### config.mk
export PLATFORM = sky130hd
export DESIGN_NAME = bit_insertion_4x8_seq
export DESIGN_NICKNAME = d
export VERILOG_FILES = /design/src/rtl/bit_insertion_4x8_seq_pkg.sv /design/src/rtl/bit_insertion_4x8_comb.sv /design/src/rtl/bit_insertion_4x8_seq.sv
export SDC_FILE = /design/constraint.sdc
export NUM_CORES = 1
export LEC_CHECK = 0
export ABC_AREA = 1
export BUFFER_PORTS_ARGS = -buffer_cell sky130_fd_sc_hd__buf_4
export CAP_MARGIN = 40
export CELL_PAD_IN_SITES_DETAIL_PLACEMENT = 1
export CELL_PAD_IN_SITES_GLOBAL_PLACEMENT = 2
export CORE_MARGIN = 2
export CORE_UTILIZATION = 25
export DETAILED_ROUTE_END_ITERATION = 10
export PLACE_DENSITY = 0.61
export SYNTH_ARGS = -nofsm -noshare
export SYNTH_HDL_FRONTEND = slang
export SYNTH_SLANG_ARGS = --single-unit
### constraint.sdc
create_clock -name clk -period 2.58 [get_ports clk]
set_input_delay 0.387 -clock clk [delete_from_list [all_inputs] [get_ports clk]]
set_output_delay 0.387 -clock clk [all_outputs]
set_load 0.02 [all_outputs]
### src/rtl/bit_insertion_4x8_seq_pkg.sv
// Shared encoding for the 4<->8 bit insertion/selection path: command layout,
// widths and the shift decode that both directions must agree on.
package bit_insertion_4x8_seq_pkg;

    localparam int DATA_WIDTH    = 8;
    localparam int IN_DATA_WIDTH = DATA_WIDTH >> 1;
    localparam int COMMAND_WIDTH = $clog2(DATA_WIDTH);

    localparam int CMD_SHIFT_EN_BIT = 2;
    localparam int CMD_OFFSET_LSB   = 0;
    localparam int CMD_OFFSET_W     = 2;

    // Shift amounts span 0..4, so three bits are enough.
    localparam int SHIFT_W = 3;

    typedef logic [SHIFT_W-1:0] shift_t;

    // Partially assembled word: data, written-bit mask and sticky overlap flag.
    typedef struct packed {
        logic [DATA_WIDTH-1:0] data;
        logic [DATA_WIDTH-1:0] mask;
        logic                  ovl;
    } asm_t;

    function automatic shift_t decode_shift(input logic [COMMAND_WIDTH-1:0] cmd);
        shift_t sh;
        if (cmd[CMD_SHIFT_EN_BIT]) begin
            sh = SHIFT_W'(cmd[CMD_OFFSET_LSB +: CMD_OFFSET_W]) + SHIFT_W'(1);
        end else begin
            sh = '0;
        end
        return sh;
    endfunction

endpackage

### src/rtl/bit_insertion_4x8_comb.sv
// Places a 4-bit chunk into an 8-bit lane at the commanded offset and
// reports which lane bits the chunk covers.
module bit_insertion_4x8_comb
    import bit_insertion_4x8_seq_pkg::*;
(
    input  logic [IN_DATA_WIDTH-1:0] chunk,
    input  logic [COMMAND_WIDTH-1:0] cmd,
    output logic [DATA_WIDTH-1:0]    data_shifted,
    output logic [DATA_WIDTH-1:0]    chunk_mask
);

    shift_t     sh;
    logic [3:0] sh_ext;

    assign sh     = decode_shift(cmd);
    assign sh_ext = {1'b0, sh};

    // Each output bit picks chunk bit (gi - sh) when it falls inside the window.
    generate
        for (genvar gi = 0; gi < DATA_WIDTH; gi++) begin : g_lane
            logic [3:0] rel;
            logic       in_window;

            assign rel             = 4'(gi) - sh_ext;
            assign in_window       = (sh_ext <= 4'(gi)) && (4'(gi) < (sh_ext + 4'd4));
            assign chunk_mask[gi]  = in_window;
            assign data_shifted[gi] = in_window & chunk[rel[1:0]];
        end
    endgenerate

endmodule

### src/rtl/bit_insertion_4x8_seq.sv
// Accumulates 4-bit chunks into an 8-bit word over one or more beats and
// emits the finished word, its written-bit mask and an overlap flag one cycle after the last beat.
module bit_insertion_4x8_seq
    import bit_insertion_4x8_seq_pkg::*;
(
    input  logic                     clk,
    input  logic                     rst_n,
    input  logic                     i_en,
    input  logic                     i_valid,
    input  logic                     i_last,
    input  logic [IN_DATA_WIDTH-1:0] i_data_bus,
    input  logic [COMMAND_WIDTH-1:0] i_cmd,
    output logic                     o_valid,
    output logic [DATA_WIDTH-1:0]    o_data_bus,
    output logic [DATA_WIDTH-1:0]    o_mask,
    output logic                     o_overlap
);

    logic [DATA_WIDTH-1:0] data_shifted;
    logic [DATA_WIDTH-1:0] chunk_mask;

    asm_t asm_reg, asm_next;
    asm_t merged;
    asm_t out_reg, out_next;
    logic out_valid_reg, out_valid_next;
    logic accept;

    bit_insertion_4x8_comb u_comb (
        .chunk        (i_data_bus),
        .cmd          (i_cmd),
        .data_shifted (data_shifted),
        .chunk_mask   (chunk_mask)
    );

    assign accept = i_en & i_valid;

    // Later beats overwrite earlier ones; any re-written bit sets the sticky overlap.
    always_comb begin
        merged.data = (asm_reg.data & ~chunk_mask) | data_shifted;
        merged.mask = asm_reg.mask | chunk_mask;
        merged.ovl  = asm_reg.ovl | (|(asm_reg.mask & chunk_mask));
    end

    always_comb begin
        asm_next       = asm_reg;
        out_next       = '0;
        out_valid_next = 1'b0;
        if (accept) begin
            if (i_last) begin
                out_next       = merged;
                out_valid_next = 1'b1;
                asm_next       = '0;
            end else begin
                asm_next = merged;
            end
        end
    end

    always_ff @(posedge clk or negedge rst_n) begin
        if (!rst_n) begin
            asm_reg       <= '0;
            out_reg       <= '0;
            out_valid_reg <= 1'b0;
        end else begin
            asm_reg       <= asm_next;
            out_reg       <= out_next;
            out_valid_reg <= out_valid_next;
        end
    end

    assign o_valid    = out_valid_reg;
    assign o_data_bus = out_reg.data;
    assign o_mask     = out_reg.mask;
    assign o_overlap  = out_reg.ovl;

endmodule

==> results.md, run 1 <==
- Status: finished clean
- Ys flop type: dfrtp_1
- Crit-path leading delay family: simple AND/OR/NAND/NOR gates
- Count leader, synth: nand2_1
- Vias in the first global route: 1503
- 1st-pass router iterations: 4
- Post-synth EDFFs: 0
- Io pins: 30
- Post-CTS sizing: 0
- Place WS: 0.5607 ns
- Max-Cap Viols: 0
- Final worst setup slack: 0.8927 ns
- Syn Nets: 223
- CP arrival: 1.88 ns
- Clk_skew: 0.007679 ns
- Min Tclk post-route: 1.687 ns
- Grt met1 use: 0.1897
- Worst rel slew slack: 0.6829
- N_diodes: 0
- Largest net degree at the start of global routing: 36
- Vias per cell: 4.435
- Mapped Area: 1697 um^2
- Buffers and inverters on the worst path: 4
- Floorplan row count: 30
- Mean Syn Cell Area: 8.317 um^2
- Hpwl dp: 3.441 mm
- Die area: 7462 um^2
- Startpoint types: input pin
- Fmax: 592.7 MHz
- VDD IR max: 0.0002691 V
- First-pass GRT wire length: 7.624 mm
- Horiz. Die Dim: 86.38 um
- Final period util: 0.6540
- H-tree levels: 2
- Top cells by count, synth: nand2_1 (39), nor2_1 (38), dfrtp_1 (35)
- RSZ-0062 raised after global routing: no
- Number of setup buffers added after CTS: 0
- Antenna viol nets, final: 0
- Slew Viols, Final: 0
- Clk Latency, worst-skew pair: 0.29 ns
- Max FFs per register: 17
- Yosys synthesis warning count: 0
- Initial DRC Count: 27
- Leading area contributor after synthesis: dfrtp_1
- Core Footprint: 6681 um^2
- Final TNS setup: 0 ns
- Crit-path cells: buf_4 > ha_1 > nand2_2 > inv_1 > ha_1 > inv_1 > nand2_2 > nand2_1 > inv_2 > or2_1 > nand3_1 > nand2_1
- GPL Wtd Cong: 0.7585
- Register area share after synthesis: 0.5162
- Routed wire per std cell: 14.10 um
- Final hold violation count: 0
- Power density cells: 656.8 nW/um^2
- Initial antenna violation count: 0
- Async SR Flop Fraction: 1.000
- Starting density of the core: 0.2539
- Leakage power: 1.138 nW
- Worst min-delay path class: input pin to async pin
- Met2 GRT Util: 0.2028
- Crit path kind: input pin to flip-flop
- DR DRC count: 0
- Layer with the highest usage: met2
- Port-buffer cells: 29
- Root Buffer: clkbuf_8
- GR Util met3: 0.02857
- DRT Wirelength: 4.470 mm
- Flops & latches, synth: 35
- Post-synth top area share: 0.5162
- Synth Instances: 204
- Grt total ovfl: 0
- Required @ worst endpoint: 2.77 ns
- Routed vias: 1406
- CTS tree: yes
- Setup-failing EPs final: 0
- Inst Count DP: 309
- Global Route Usage Sum: 0.1345
- Transition time of the tightest slew-check pin: 0.4744 ns
- Die Ht: 86.38 um
- CTS max path bufs: 2
- P&R area growth vs syn: 23.82%
- Cts bufs inserted: 5
- CTS clock-pin slew for the worst setup and hold paths: 0.08 ns
- CP max stage cell: ha_1
- Proportion of layout cells with a drive suffix above 1: 0.2321
- CTS Hold Bufs: 0
- Critical path capture point type: flip-flop
- Final #Nets: 255
- Cell variety after synth: 21
- Slowest stage delay, CP: 0.30 ns
- Fin cells: 317
- CP max FO: 6
- Clock Sink Count: 35
- Top cells by area, synth: dfrtp_1 (52%), nand3_1 (10%), nand2_1 (8.6%), nor2_1 (8.4%), ha_1 (5.2%)
==> power breakdown <==
group	total [mW]	internal, mW	switching, mW
clock network	0.506	0.288	0.218
registers	0.622	0.595	0.0267
logic	0.252	0.0938	0.158
==> final timing paths <==
check                                   startpoint  slack [ns]                      end  cells after the start
min in group clk                            i_last        0.35        o_valid$_DFF_PN0_                      3
max                                       i_cmd[0]        0.89  asm_reg[15]$_DFFE_PN0P_                     12
max reg2reg                 asm_reg[1]$_DFFE_PN0P_        1.52      o_overlap$_DFF_PN0_                      6
max in group asynchronous                    rst_n        2.22  o_data_bus[3]$_DFF_PN0_                      1
min reg2reg                asm_reg[16]$_DFFE_PN0P_        0.47  asm_reg[16]$_DFFE_PN0P_                      2
min                                          rst_n        0.03      o_mask[2]$_DFF_PN0_                      1
==> placed cells by master (no fill, tap or decap), drive strengths merged, types with 2 or more instances in the layout <==
master  instances
inv            20
clkbuf          5
clkinv          2
nand2          44
o21ai           8
nand3          34
ha              7
dfrtp          35
nor3            3
nor2           40
buf            29
or2             6
==> stage by stage <==
stage / cell area, um^2 / power [mW] / util / hold WS, ns
2_1_floorplan: 1697 / 0.7970 / - / 0.09141
3_3_place_gp: 1988 / 0.8938 / 0.2976 / 0.3824
3_5_place_dp: 1988 / 0.8919 / 0.2976 / 0.3730
4_1_cts: 2101 / 1.402 / 0.3144 / 0.05450
5_1_grt: 2101 / 1.468 / 0.3144 / 0.07148
6_report: 2101 / 1.380 / 0.3144 / 0.02779
==> cells by family after synthesis <==
logic type	count (synthesis)	synth area share
buf+inv	24	0.06121
flops	35	0.5162
simple gates	127	0.3355
compound gates	11	0.03539
fa+ha+maj	7	0.05162
==> routing by layer <==
layer / part of all wire / wire [um]
met1: 0.50 / 2231
met2: 0.45 / 2032
met3: 0.032 / 141
met4: 0.014 / 64
met5: 0 / 0
==> final cells by class <==
class,count,area [um^2]
Multi-Input combinational cell,145,716.9
Tap cell,80,100.1
Fill cell,812,4581
Timing Repair Buffer,29,217.7
Sequential cell,35,875.8
Inverter,20,77.57
Clock inverter,3,43.79
Clock buffer,5,68.82
(Power assumes the default switching activity.)
==> run 2, diff against run 1 <==
==> constraint.sdc (replaced) <==
create_clock -name clk -period 1.7 [get_ports clk]
set_input_delay 0.255 -clock clk [delete_from_list [all_inputs] [get_ports clk]]
set_output_delay 0.255 -clock clk [all_outputs]
set_load 0.02 [all_outputs]
==> run 2 against run 1 <==
Combinational power up 65%. Die area unchanged. Critical path depth stayed put. Largest power group unchanged. Sequential cell count unchanged.
==> results.md, run 2 (same netlist as run 1, synthesis figures left out) <==
- VDD IR max: 0.0003222 V (+20%)
- First-pass GRT wire length: 7.527 mm (-1.3%)
- Status: finished clean
- GPL Wtd Cong: 0.7327 (-3.4%)
- CP max stage cell: ha_1
- Slowest stage delay, CP: 0.29 ns (about the same)
- Worst R2R Start: asm_reg[1]$_DFFE_PN0P_
- CTS tree: yes
- Fmax: 669.7 MHz
- Post-CTS sizing: 0 (unchanged)
- Crit-path cells: buf_4 > ha_1 > nand2_2 > inv_1 > ha_1 > inv_1 > nand2_2 > nand2_1 > inv_2 > or2_1 > nand2_1 > nor2_1
- Global Route Usage Sum: 0.1331 (-0.001360)
- Grt total ovfl: 0 (unchanged)
- Psw: 0.5920 mW (+47%)
- Hold_sp: i_last
- Initial antenna violation count: 0 (unchanged)
- Vias per cell: 4.394 (-0.93%)
- Startpoint types: input pin
- Reg power frac: 0.482 (+0.031)
- Initial DRC Count: 41 (+52%)
- Inst Count DP: 321 (+3.9%)
- H-tree levels: 2 (unchanged)
- CP arrival: 1.64 ns (-0.24 ns)
- Comb power frac: 0.213 (+0.031)
- Final hold violation count: 0 (unchanged)
- Routed wire per std cell: 13.49 um (-4.3%)
- N_diodes: 0 (unchanged)
- Max FFs per register: 17 (unchanged)
- WHS: 0.2322 ns (+0.2044 ns)
- Fin cells: 330 (+4.1%)
- Final #Nets: 268 (+5.1%)
- Int Power: 1.359 mW (+39%)
- Min Tclk post-route: 1.493 ns
- Commonest non-fill, non-tap cell in the layout: buf_4
- Worst rel slew slack: 0.6854 (+0.002489)
- CP max FO: 5 (-1)
- Clock Sink Count: 35 (unchanged)
- DR DRC count: 0 (unchanged)
- 1st-pass router iterations: 4 (unchanged)
- P&R area growth vs syn: 28.10%
- Proportion of layout cells with a drive suffix above 1: 0.2640 (+0.03193)
- Core Footprint: 6681 um^2 (unchanged)
- CTS max path bufs: 2 (unchanged)
- Power density cells: 897.9 nW/um^2 (+37%)
- Register Area: 875.8 um^2 (unchanged)
- Slew Viols, Final: 0 (unchanged)
- CTS clock-pin slew for the worst setup and hold paths: 0.08 ns (about the same)
- Io pins: 30 (unchanged)
- Transition time of the tightest slew-check pin: 0.4719 ns (-0.002583 ns)
- Largest net degree at the start of global routing: 36 (unchanged)
- Hpwl dp: 3.350 mm (-2.6%)
- Clock power frac: 0.305 (-0.062)
- Starting density of the core: 0.2539 (unchanged)
- Max-Cap Viols: 0 (unchanged)
- Root Buffer: clkbuf_8
- Antenna viol nets, final: 0 (unchanged)
- Leakage power: 1.183 nW (+3.9%)
- Most frequent cells in the layout: buf_4 (41), nand2_1 (39), nor2_1 (38)
- Crit path kind: input pin to flip-flop
- Clk_skew: 0.008728 ns (+0.001049 ns)
- Switch share: 0.3034 (+0.01146)
- Setup-failing EPs final: 0 (unchanged)
- Vias in the first global route: 1503 (unchanged)
- DRT Wirelength: 4.451 mm (-0.43%)
- Required @ worst endpoint: 1.85 ns (-0.92 ns)
- Clk Latency, worst-skew pair: 0.28 ns (about the same)
- Floorplan row count: 30 (unchanged)
- Fillers: 818 (+0.74%)
- Port-buffer cells: 29 (unchanged)
- Die area: 7462 um^2 (unchanged)
- Horiz. Die Dim: 86.38 um (unchanged)
- RSZ-0062 raised after global routing: no
- CP Launch Point: i_cmd[0]
- Area of the multi-input gates: 716.9 um^2 (unchanged)
- Critical path capture point type: flip-flop
- Final period util: 0.8784
- Die Ht: 86.38 um (unchanged)
- Cts bufs inserted: 5 (unchanged)
- Routed vias: 1450 (+3.1%)
- Worst min-delay path class: input pin to flip-flop
## run 2: cell count changes in the layout (fill, tap and decap cells not counted)
cell,previous run,this run
buf_4,29,41
bufinv_16,1,0
clkbuf_1,0,1
clkinv_4,1,0
clkinvlp_4,0,1
dlygate4sd3_1,0,1
## run 2: critical path: cells and delay by family
| family | cells | cell delay, ns |
|---|---|---|
| and+or+nand+nor | 6 | 0.56 |
| adders and majority gates | 2 | 0.49 |
| buffers and inverters | 4 | 0.31 |
## run 2: stage by stage
stage | setup slack (ns) | power, mW | instance area (um^2) | TNS [ns] | util
after global placement | -0.1182 | 1.383 | 2078 | -0.6428 | 0.3110
after global routing | 0.05976 | 2.096 | 2173 | 0 | 0.3253
after detailed placement | -0.1070 | 1.382 | 2078 | -0.6419 | 0.3110
final | 0.2068 | 1.951 | 2173 | 0 | 0.3253
after CTS | 0.1873 | 1.995 | 2173 | 0 | 0.3253
after floorplan | 0.1113 | 1.210 | 1697 | 0 | -
## run 2: final timing paths
check	cells past startpoint	end	slack (ns)
setup / recovery	12	o_data_bus[6]$_DFF_PN0_	0.21
hold / removal	3	o_valid$_DFF_PN0_	0.23
setup reg to reg	6	o_overlap$_DFF_PN0_	0.60
hold reg to reg	2	asm_reg[14]$_DFFE_PN0P_	0.48
max in group asynchronous	2	o_data_bus[4]$_DFF_PN0_	0.89
min in group asynchronous	2	o_mask[7]$_DFF_PN0_	0.47
## run 2: what timing repair did
action                    CTS  global route
hold buffers                1             0
hold endpoints to repair   35             0
buffers inserted            0             0
## run 2: power by group through the flow
stage | clock network [mW] | logic, mW | registers (mW)
after global placement | 0 | 0.425 | 0.958
after global routing | 0.663 | 0.483 | 0.950
after CTS | 0.626 | 0.427 | 0.942
after detailed placement | 0 | 0.425 | 0.957
final | 0.595 | 0.416 | 0.941
after floorplan | 0 | 0.240 | 0.969
## run 2: metal layers
metal	up-vias	part of all wire	track usage
li1	740	-	-
met1	685	0.49	0.1735
met2	20	0.47	0.2224
met3	5	0.024	0.03143
met4	0	0.0094	0.03409
met5	-	0	0
## run 2: final cells by class
| class | instances | share of cell area |
|---|---|---|
| Clock buffer | 6 | 0.03339 |
| Clock inverter | 2 | 0.005757 |
| Inverter | 20 | 0.03569 |
| Multi-Input combinational cell | 145 | 0.3299 |
| Sequential cell | 35 | 0.4030 |
| Tap cell | 80 | 0.04606 |
| Timing Repair Buffer | 42 | 0.1462 |
==> run 3, diff against run 2 <==
--- a/config.mk
+++ b/config.mk
@@ -10,10 +10,9 @@
 export CAP_MARGIN = 40
 export CELL_PAD_IN_SITES_DETAIL_PLACEMENT = 1
 export CELL_PAD_IN_SITES_GLOBAL_PLACEMENT = 2
-export CORE_MARGIN = 2
 export CORE_UTILIZATION = 25
 export DETAILED_ROUTE_END_ITERATION = 10
-export PLACE_DENSITY = 0.61
+export PLACE_DENSITY_LB_ADDON = 0.1
 export SYNTH_ARGS = -nofsm -noshare
 export SYNTH_HDL_FRONTEND = slang
 export SYNTH_SLANG_ARGS = --single-unit
==> constraint.sdc (replaced) <==
create_clock -name clk -period 1.8 [get_ports clk]
set_input_delay 0.27 -clock clk [delete_from_list [all_inputs] [get_ports clk]]
set_output_delay 0.27 -clock clk [all_outputs]
set_load 0.02 [all_outputs]
==> run 3 against run 2 <==
The flow now finishes with violations (DRC). Cell count is 0.61% lower. Register-to-register slack better by 0.05 ns. Global-route usage is 0.56 points higher. Sequential power is 5.1% lower. Die area is 4.6% lower. Hold slack better by 0.017 ns. First-iteration DRC count is 9.8% higher. Wire length is 1.1% lower. Clock skew is 0.0037 ns lower. Count of clock-buffer cells in the layout stayed put. Largest power group unchanged. Highest routed layer unchanged.
==> results.md, run 3 (same netlist as run 1, synthesis figures left out) <==
- Status: finished, violations left
- Failing checks: DRC
- CP max FO: 5 (unchanged)
- Vias in the first global route: 1537 (+2.3%)
- Crit-path cells: buf_4 > ha_1 > nand2_2 > inv_1 > ha_1 > inv_1 > nand2_2 > nand2_1 > inv_2 > or2_1 > nand3_1 > nand2_1
- Core Footprint: 6459 um^2 (-3.3%)
- Comb power frac: 0.206 (-0.007)
- Hold Path Sink: o_valid$_DFF_PN0_
- CTS max path bufs: 2 (unchanged)
- Buffers and inverters on the worst path: 4 (unchanged)
- N_diodes: 0 (unchanged)
- Final hold violation count: 0 (unchanged)
- Routed wire per std cell: 13.41 um (-0.54%)
- Vias per cell: 4.354 (-0.92%)
- Leakage power: 1.188 nW (+0.46%)
- Max-Cap Viols: 0 (unchanged)
- Crit-path leading delay family: simple AND/OR/NAND/NOR gates
- Grt total ovfl: 0 (unchanged)
- Min Tclk post-route: 1.507 ns
- Hold_sp: i_last
- Worst rel slew slack: 0.6859 (about the same)
- RSZ-0062 raised after global routing: no
- Largest net degree at the start of global routing: 36 (unchanged)
- Psw: 0.5631 mW (-4.9%)
- Fmax: 663.4 MHz
- Int Power: 1.280 mW (-5.8%)
- Final period util: 0.8375
- Setup-failing EPs final: 0 (unchanged)
- Clk Latency, worst-skew pair: 0.29 ns (about the same)
- VDD IR max: 0.0003476 V (+7.9%)
- CP max stage cell: ha_1
- Required @ worst endpoint: 1.98 ns (+0.13 ns)
- Slowest stage delay, CP: 0.29 ns (about the same)
- Final worst setup slack: 0.2926 ns (+0.08579 ns)
- Fillers: 774 (-5.4%)
- Clock power frac: 0.309 (+0.004)
- Hold path depth: 3 (unchanged)
- CTS tree: yes
- Power density cells: 846.8 nW/um^2 (-5.7%)
- Initial antenna violation count: 0 (unchanged)
- Die Ht: 84.38 um (-2.3%)
- Most frequent cells in the layout: buf_4 (42), nand2_1 (39), nor2_1 (38)
- Commonest non-fill, non-tap cell in the layout: buf_4
- Port-buffer cells: 29 (unchanged)
- Initial DRC Count: 45 (+9.8%)
- Antenna viol nets, final: 0 (unchanged)
- Clk_skew: 0.005077 ns (-0.003650 ns)
- Crit path kind: input pin to flip-flop
- R2r setup slk: 0.65 ns (+0.05 ns)
- Root Buffer: clkbuf_8
- Switch share: 0.3055 (+0.002096)
- Slew Viols, Final: 0 (unchanged)
- Startpoint types: input pin
- Floorplan row count: 29 (-3.3%)
- Die area: 7120 um^2 (-4.6%)
- CP arrival: 1.69 ns (+0.05 ns)
- First-pass GRT wire length: 7.645 mm (+1.6%)
- Cts bufs inserted: 5 (unchanged)
- Place WS: -0.01402 ns (+0.09297 ns)
- Reg power frac: 0.484 (+0.002)
- Transition time of the tightest slew-check pin: 0.4711 ns (-0.0007201 ns)
- DRT Wirelength: 4.400 mm (-1.1%)
- Overall power: 1.844 mW (-5.5%)
- Post-CTS sizing: 0 (unchanged)
- Max FFs per register: 17 (unchanged)
- Worst r2r dst: o_overlap$_DFF_PN0_
- P&R area growth vs syn: 28.32%
- H-tree levels: 2 (unchanged)
- Number of setup buffers added after CTS: 0 (unchanged)
- Proportion of layout cells with a drive suffix above 1: 0.2669 (+0.002932)
- Io pins: 30 (unchanged)
- GPL Wtd Cong: 0.7560 (+3.2%)
- Horiz. Die Dim: 84.38 um (-2.3%)
- DR DRC count: 6 (+6)
- Worst min-delay path class: input pin to flip-flop
- CTS Hold Bufs: 1 (unchanged)
- Global Route Usage Sum: 0.1386 (+0.005551)
- Hpwl dp: 3.305 mm (-1.3%)
- Final #Nets: 269 (+0.37%)
- Routed vias: 1428 (-1.5%)
- Worst R2R Start: asm_reg[1]$_DFFE_PN0P_
- Clock Sink Count: 35 (unchanged)
- Reg2reg path depth: 6 (unchanged)
- Starting density of the core: 0.2627 (+0.008756)
- Critical path capture point type: flip-flop
- CTS clock-pin slew for the worst setup and hold paths: 0.07 ns (about the same)
- 1st-pass router iterations: 7 (+3)
[run 3: area by class of cell]
cell class,count,area [um^2],share of cell area
Sequential cell,35,875.8,0.4023
Multi-Input combinational cell,145,716.9,0.3293
Timing Repair Buffer,43,325.3,0.1494
Tap cell,77,96.34,0.04425
Inverter,20,77.57,0.03563
Clock buffer,6,72.57,0.03333
Clock inverter,2,12.51,0.005747
[run 3: power by group through the flow]
stage          Clock, mW  Combinational, mW  Sequential (mW)
2_1_floorplan          0              0.227            0.915
3_3_place_gp           0              0.389            0.910
3_5_place_dp           0              0.388            0.908
4_1_cts            0.600              0.391            0.894
5_1_grt            0.622              0.441            0.901
6_report           0.570              0.380            0.893
[run 3: worst max-delay path by stage]
stage          startpoint                       to  slack (ns)  depth (start not counted)
2_1_floorplan    i_cmd[0]  asm_reg[15]$_DFFE_PN0P_        0.20                         11
3_3_place_gp     i_cmd[0]  o_data_bus[6]$_DFF_PN0_      -0.009                         12
3_5_place_dp     i_cmd[0]  asm_reg[15]$_DFFE_PN0P_       -0.01                         12
4_1_cts          i_cmd[0]  asm_reg[15]$_DFFE_PN0P_        0.29                         12
5_1_grt          i_cmd[0]      o_overlap$_DFF_PN0_        0.14                         11
6_report         i_cmd[0]  asm_reg[15]$_DFFE_PN0P_        0.29                         12
[run 3: worst min-delay path: cells and delay by family]
family | cells | cell delay [ns]
buffers and inverters | 2 | 0.16
AND/OR/NAND/NOR | 1 | 0.06
[run 3: per-layer routing]
| layer | share of wire | routed length [um] | track usage |
|---|---|---|---|
| met1 | 0.48 | 2111 | 0.1747 |
| met2 | 0.48 | 2092 | 0.2362 |
| met3 | 0.032 | 139 | 0.03343 |
| met4 | 0.013 | 55 | 0.04160 |
| met5 | 0 | 0 | 0 |
[run 3: metrics by stage]
stage / area [um^2] / hold WS, ns / std cells / setup TNS [ns] / utilization
final: 2177 / 0.2492 / 328 / 0 / 0.3371
after CTS: 2177 / 0.2369 / 328 / 0 / 0.3371
after detailed placement: 2082 / 0.2673 / 319 / -0.02123 / 0.3224
after floorplan: 1697 / -0.02559 / 204 / 0 / -
after global placement: 2082 / 0.2662 / 319 / -0.009457 / 0.3224
after global routing: 2177 / 0.2479 / 328 / 0 / 0.3371
